[src/rtl/pipe_skid_reg_pkg.sv]
// -----------------------------------------------------------------------------
// pipe_skid_reg_pkg
//
// Purpose:
//   Shared pipeline definitions for the pipeline register slice: the control
//   state encoding, the MODE selector constants and a helper that maps a
//   control state onto the number of entries it represents.
//
// Contents:
//   state_e          EMPTY / BUSY / FULL control states
//   MODE_PASS        single-entry pass register
//   MODE_SKID        two-entry skid register
//   OCC_W            width of the occupancy count
//   state_occupancy  state -> number of held entries
// -----------------------------------------------------------------------------
package pipe_skid_reg_pkg;

  // The encoding is chosen so that bit 0 means "main register valid" and
  // bit 1 means "skid register valid".
  typedef enum logic [1:0] {
    ST_EMPTY = 2'b00,
    ST_BUSY  = 2'b01,
    ST_FULL  = 2'b11
  } state_e;

  localparam int MODE_PASS = 0;
  localparam int MODE_SKID = 1;

  localparam int OCC_W = 2;

  // Number of entries held in a given control state.
  function automatic logic [OCC_W-1:0] state_occupancy(input state_e s);
    logic [OCC_W-1:0] occ;
    occ = 2'd0;
    case (s)
      ST_EMPTY: occ = 2'd0;
      ST_BUSY:  occ = 2'd1;
      ST_FULL:  occ = 2'd2;
      default:  occ = 2'd0;
    endcase
    return occ;
  endfunction

endpackage : pipe_skid_reg_pkg

[src/rtl/pipe_skid_reg_data.sv]
// -----------------------------------------------------------------------------
// pipe_data_reg
//
// Purpose:
//   One payload register of the pipeline slice. Loads d when en is high and
//   returns to RESET_VAL on a synchronous active-low reset. Used once for the
//   main (head) entry and, in skid mode, once more for the skid entry.
//
// Ports:
//   clk  in   1      rising-edge clock
//   rst  in   1      synchronous reset, active low
//   en   in   1      load enable
//   d    in   WIDTH  value to load
//   q    out  WIDTH  register contents
// -----------------------------------------------------------------------------
module pipe_data_reg
  import pipe_skid_reg_pkg::*;
#(
  parameter int               WIDTH     = 32,
  parameter logic [WIDTH-1:0] RESET_VAL = '0
) (
  input  logic             clk,
  input  logic             rst,
  input  logic             en,
  input  logic [WIDTH-1:0] d,
  output logic [WIDTH-1:0] q
);

  logic [WIDTH-1:0] r_q;

  always_ff @(posedge clk) begin
    if (!rst) begin
      r_q <= RESET_VAL;
    end else if (en) begin
      r_q <= d;
    end
  end

  assign q = r_q;

endmodule : pipe_data_reg

[src/rtl/pipe_skid_reg.sv]
// -----------------------------------------------------------------------------
// pipe_skid_reg
//
// Purpose:
//   Valid/ready pipeline register slice. MODE_SKID builds a two-entry skid
//   register whose in_ready is a flop, so out_ready never reaches in_ready
//   combinationally. MODE_PASS builds a single-entry register whose in_ready
//   is derived combinationally from out_ready. A flush empties the slice on
//   the next edge (pipeline kill); reset has priority over everything.
//
// Parameters:
//   WIDTH      payload width in bits (1..128)
//   RESET_VAL  value loaded into every data register on reset
//   MODE       MODE_PASS (0) or MODE_SKID (1)
//
// Ports:
//   clk        in   1      sole clock, rising edge
//   rst        in   1      synchronous reset, active low
//   flush      in   1      discard all held entries
//   in_valid   in   1      upstream presents in_data
//   in_ready   out  1      slice can accept this cycle
//   in_data    in   WIDTH  upstream payload
//   out_valid  out  1      out_data holds a valid entry
//   out_ready  in   1      downstream accepts this cycle
//   out_data   out  WIDTH  head-entry payload, straight from the main register
//   occupancy  out  2      number of held entries (0..2)
// -----------------------------------------------------------------------------
module pipe_skid_reg
  import pipe_skid_reg_pkg::*;
#(
  parameter int               WIDTH     = 32,
  parameter logic [WIDTH-1:0] RESET_VAL = '0,
  parameter int               MODE      = 1
) (
  input  logic             clk,
  input  logic             rst,
  input  logic             flush,
  input  logic             in_valid,
  output logic             in_ready,
  input  logic [WIDTH-1:0] in_data,
  output logic             out_valid,
  input  logic             out_ready,
  output logic [WIDTH-1:0] out_data,
  output logic [OCC_W-1:0] occupancy
);

  // Any MODE other than the pass value builds the skid variant.
  localparam bit IS_SKID = (MODE != MODE_PASS);

  // ---------------------------------------------------------------------------
  // Declarations
  // ---------------------------------------------------------------------------
  state_e           r_state;
  state_e           w_state_next;

  logic             w_in_ready;
  logic             w_out_valid;
  logic             w_in_fire;
  logic             w_out_fire;

  logic             w_main_en;
  logic             w_main_from_skid;
  logic             w_skid_en;
  logic [WIDTH-1:0] w_main_d;
  logic [WIDTH-1:0] w_main_q;
  logic [WIDTH-1:0] w_skid_q;

  // ---------------------------------------------------------------------------
  // Handshake decode
  // ---------------------------------------------------------------------------
  // The main register is valid in BUSY and FULL, i.e. whenever state is not
  // EMPTY; out_valid therefore comes straight from the state flops.
  assign w_out_valid = (r_state != ST_EMPTY);
  assign w_in_fire   = in_valid & w_in_ready;
  assign w_out_fire  = w_out_valid & out_ready;

  // ---------------------------------------------------------------------------
  // Control state register
  // ---------------------------------------------------------------------------
  always_ff @(posedge clk) begin
    if (!rst) begin
      r_state <= ST_EMPTY;
    end else begin
      r_state <= w_state_next;
    end
  end

  // ---------------------------------------------------------------------------
  // Next-state and data-register enables
  // ---------------------------------------------------------------------------
  always_comb begin
    w_state_next     = r_state;
    w_main_en        = 1'b0;
    w_main_from_skid = 1'b0;
    w_skid_en        = 1'b0;

    case (r_state)
      ST_EMPTY: begin
        if (w_in_fire) begin
          w_state_next = ST_BUSY;
          w_main_en    = 1'b1;
        end
      end

      ST_BUSY: begin
        if (w_in_fire && w_out_fire) begin
          // Head leaves while the new entry takes its place.
          w_state_next = ST_BUSY;
          w_main_en    = 1'b1;
        end else if (w_in_fire) begin
          // Only reachable in skid mode: in pass mode an accepted input while
          // BUSY implies out_ready, hence an output transfer as well.
          if (IS_SKID) begin
            w_state_next = ST_FULL;
            w_skid_en    = 1'b1;
          end
        end else if (w_out_fire) begin
          w_state_next = ST_EMPTY;
        end
      end

      ST_FULL: begin
        // in_ready is low here, so only the output side can move.
        if (w_out_fire) begin
          w_state_next     = ST_BUSY;
          w_main_en        = 1'b1;
          w_main_from_skid = 1'b1;
        end
      end

      default: begin
        w_state_next = ST_EMPTY;
      end
    endcase

    // Flush kills every transfer of this cycle. The data registers are left
    // untouched: their contents are don't-care once out_valid drops.
    if (flush) begin
      w_state_next     = ST_EMPTY;
      w_main_en        = 1'b0;
      w_main_from_skid = 1'b0;
      w_skid_en        = 1'b0;
    end
  end

  // ---------------------------------------------------------------------------
  // Main (head) data register
  // ---------------------------------------------------------------------------
  assign w_main_d = w_main_from_skid ? w_skid_q : in_data;

  pipe_data_reg #(
    .WIDTH     (WIDTH),
    .RESET_VAL (RESET_VAL)
  ) u_main (
    .clk (clk),
    .rst (rst),
    .en  (w_main_en),
    .d   (w_main_d),
    .q   (w_main_q)
  );

  // ---------------------------------------------------------------------------
  // Mode-dependent ready path and skid storage
  // ---------------------------------------------------------------------------
  generate
    if (IS_SKID) begin : g_skid
      logic r_in_ready;

      // Registered ready: high whenever the state about to be entered still
      // has a free slot. Looking at the next state keeps it exactly equal to
      // (state != FULL) without any path from out_ready to in_ready.
      always_ff @(posedge clk) begin
        if (!rst) begin
          r_in_ready <= 1'b1;
        end else begin
          r_in_ready <= (w_state_next != ST_FULL);
        end
      end

      assign w_in_ready = r_in_ready;

      pipe_data_reg #(
        .WIDTH     (WIDTH),
        .RESET_VAL (RESET_VAL)
      ) u_skid (
        .clk (clk),
        .rst (rst),
        .en  (w_skid_en),
        .d   (in_data),
        .q   (w_skid_q)
      );
    end else begin : g_pass
      // Single entry: accept when empty or when the head leaves this cycle.
      assign w_in_ready = out_ready | ~w_out_valid;
      assign w_skid_q   = RESET_VAL;
    end
  endgenerate

  // ---------------------------------------------------------------------------
  // Outputs
  // ---------------------------------------------------------------------------
  assign in_ready  = w_in_ready;
  assign out_valid = w_out_valid;
  assign out_data  = w_main_q;
  assign occupancy = state_occupancy(r_state);

endmodule : pipe_skid_reg

[config.mk]
export PLATFORM = sky130hd
export DESIGN_NAME = pipe_skid_reg
export DESIGN_NICKNAME = d
export VERILOG_FILES = /design/src/rtl/pipe_skid_reg_pkg.sv /design/src/rtl/pipe_skid_reg_data.sv /design/src/rtl/pipe_skid_reg.sv
export SDC_FILE = /design/constraint.sdc
export NUM_CORES = 1
export LEC_CHECK = 0
export BUFFER_PORTS_ARGS = -buffer_cell sky130_fd_sc_hd__clkbuf_2
export CAP_MARGIN = 20
export CORE_MARGIN = 8
export CORE_UTILIZATION = 58
export DETAILED_ROUTE_END_ITERATION = 6
export GPL_TIMING_DRIVEN = 0
export PLACE_DENSITY = 0.82
export SYNTH_ARGS = -nofsm -noshare
export SYNTH_HDL_FRONTEND = slang
export SYNTH_HIERARCHICAL = 1
export SYNTH_SLANG_ARGS = --single-unit
[constraint.sdc]
create_clock -name clk -period 4.15 [get_ports clk]
set_input_delay 0.83 -clock clk [delete_from_list [all_inputs] [get_ports clk]]
set_output_delay 0.83 -clock clk [all_outputs]
set_load 0.01 [all_outputs]
==> impl_metrics.tcl <==
set metrics [dict create \
    ant_nets 0 \
    drt-total-wl_mm 5.96 \
    yosysTopAreaCell "dfxtp_1" \
    vias_per_cell 4.87 \
    max_stage_delay_ns 0.46 \
    slowest_stage "dfxtp_1" \
    regToRegStartpoint "r_state[0]" \
    diodes 0 \
    dr_total_vias 2041 \
    slew_headroom_pct 75.2 \
    timing.max_cap.violations 0 \
    cts_max_level 3 \
    reg2reg_depth 6 \
    synth_edf_count 0 \
    core_sq_mm 0.00537 \
    drt-wirelength-per-cell_um 14.2 \
    synthesis.nets 296 \
    worst_pin_slew_ns 0.367 \
    cts_setup_buffers 0 \
    clk_latency_ns 0.33 \
    cts-root-buf "clkbuf_8" \
    cts_tree "built" \
    endpoint_kind "output port" \
    drc_errors 0 \
    status "finished, final reports clean" \
    setup_violations 0 \
    path_class "flop to output port" \
    ctsResizeCount 0 \
    cts_buffers 9 \
    die_y_um 89.9 \
    ios 73 \
    power.density_mw_per_mm2 373 \
    ys_types 19 \
    dp_hpwl_mm 4.33 \
    critPathRequiredTime_ns 3.32 \
    r2r-end "g_skid.u_skid/q[19]" \
    period_minus_slack_ns 1.98 \
    syn_to_final_growth_pct 21.4 \
    async_flop_share_pct 0 \
    clk_path_buf_depth 2 \
    synth_most_common_cell "dfxtp_1" \
    first_pass_iters 4 \
    path_depth 3 \
    hold_buffers 0 \
    yosysWarnings 6 \
    initial_core_util_pct 58.9 \
    fin_area_sq_mm 0.00384 \
    netlist_area_sq_mm 0.00317 \
    pre_cts_ws_ns 1.99 \
    globalplace.congestion 0.765 \
    final_nets 379 \
    setup-tns-final_ns 0 \
    arrival_ns 1.15 \
    vdd_ir_drop_max_mv 0.271 \
    layout-drive-gt1-share_pct 38.0 \
    clock_skew_ns 0.00934 \
    fp.dieW_um 89.9 \
    grt_pass1_wl_mm 9.86 \
    p_leak_uw 0.00167 \
    syn_avg_cell_area_sq_um 12.2 \
    ys_seq_area_share_pct 42.4 \
    grt_use_total_pct 14.9 \
    synth-seq-cells 67 \
    rows 27 \
    fillers 409 \
    hold_viol_final 0 \
    drtIter0Drc 66 \
    syn_inst 259 \
    grt_max_degree 12 \
    synth_top_area_share_pct 42.4 \
    cts.clk_slew.worst_paths_ns 0.07 \
    global_route.overflow_total 0 \
    antenna_found_initial 0 \
    ff2ff_setup_slack_ns 2.39 \
    setup_ws_ns 2.17 \
    startpoint "r_state[0]" \
    path_buf_inv 2 \
    cp-endpoint "occupancy[1]" \
    crit_chain "nand2_1 > inv_1 > clkbuf_2" \
    rsz0062_at_grt "no" \
    io_buffer_count 72 \
    clkSinkCount 67 \
    synth-main-ff-cell "dfxtp_1" \
    finalMaxSlewViolations 0 \
    placed_area_sq_mm 0.00362 \
    min_period_over_period_pct 47.8 \
    cp_top_family "flip-flops" \
    max_freq_mhz 504 \
    synthTopCellsByArea "dfxtp_1, mux2i_1, mux2_4" \
    synth_common_cells "dfxtp_1, nor2b_1, mux2i_1" \
    hold_path.class "flop to flop" \
    crit_fanout 6 \
    first_global_vias 2176 \
    dieArea_sq_mm 0.00808 \
    cp-start-kind "flop" \
]
-- worst min path at each step --
stage,end,start,slack [ns],cells after the start
6_report,u_main/q[19],u_main/q[19],0.52,2
5_1_grt,u_main/q[27],u_main/q[27],0.54,2
4_1_cts,u_main/q[26],u_main/q[26],0.52,2
3_5_place_dp,g_skid.u_skid/q[16],g_skid.u_skid/q[16],0.51,2
3_3_place_gp,g_skid.u_skid/q[31],g_skid.u_skid/q[31],0.49,2
2_1_floorplan,g_skid.u_skid/q[0],g_skid.u_skid/q[0],0.48,2
-- kinds of logic (layout without fill, tap and decap cells) --
logic type	Yosys count	in the layout	synth area share, %
muxes	96	96	35.2
and+or+nand+nor	73	73	14.9
DFF	67	67	42.4
buffers and inverters	19	107	6.52
AOI/OAI and AO/OA	4	4	0.988
-- per-stage QoR --
stage | cells | utilization [%] | hold WS, ns | total power [uW]
after floorplan | 259 | - | 0.478 | 781
after global placement | 403 | 67.3 | 0.493 | 831
after detailed placement | 403 | 67.3 | 0.507 | 835
after CTS | 419 | 71.6 | 0.525 | 1450
after global routing | 419 | 71.6 | 0.541 | 1480
final | 419 | 71.6 | 0.516 | 1430
-- layout make-up --
type | count | area (sq um) | share of cell area [%]
Clock inverter | 4 | 72.6 | 1.89
Multi-Input combinational cell | 173 | 1620 | 42.1
Tap cell | 72 | 90.1 | 2.34
Buffer | 17 | 199 | 5.18
Inverter | 2 | 7.51 | 0.195
Clock buffer | 12 | 155 | 4.04
Sequential cell | 67 | 1340 | 34.9
Timing Repair Buffer | 72 | 360 | 9.38
-- flip-flops by register name, summed over array words and instances, names as in the netlist --
| register | flops |
|---|---|
| g_skid.u_skid/q | 32 |
| r_state | 2 |
| in_ready | 1 |
| u_main/q | 32 |
-- worst min-delay path: stages, from the launching register on --
cell     delay, ns
dfxtp_1       0.33
mux2i_1       0.06
nor2b_1       0.09
-- report_power, final --
group | switching (uW) | internal [uW]
Clock | 243 | 371
Combinational | 62.3 | 84.5
Sequential | 10.4 | 662
-- metal layers --
metal  track usage [%]  vias to the layer above  share of wire (%)
li1                  -                     1054                  -
met1              16.0                      932                 44
met2              25.1                       48                 48
met3              5.57                        7                6.6
met4              7.91                        0                1.2
met5                 0                        -                  0
-- cells in the final DEF, fill, tap and decap left out, types with 2 or more instances in the layout --
| cell type | instances |
|---|---|
| mux2_2 | 2 |
| nand2b_1 | 2 |
| clkbuf_1 | 7 |
| buf_6 | 5 |
| bufinv_16 | 2 |
| clkbuf_2 | 72 |
| dfxtp_1 | 67 |
| inv_1 | 2 |
| buf_12 | 6 |
| mux2_4 | 30 |
| clkbuf_8 | 11 |
| nor2b_1 | 65 |
| nand2_1 | 2 |
| mux2i_1 | 64 |
Note: power is estimated with default switching activity, not from simulation.
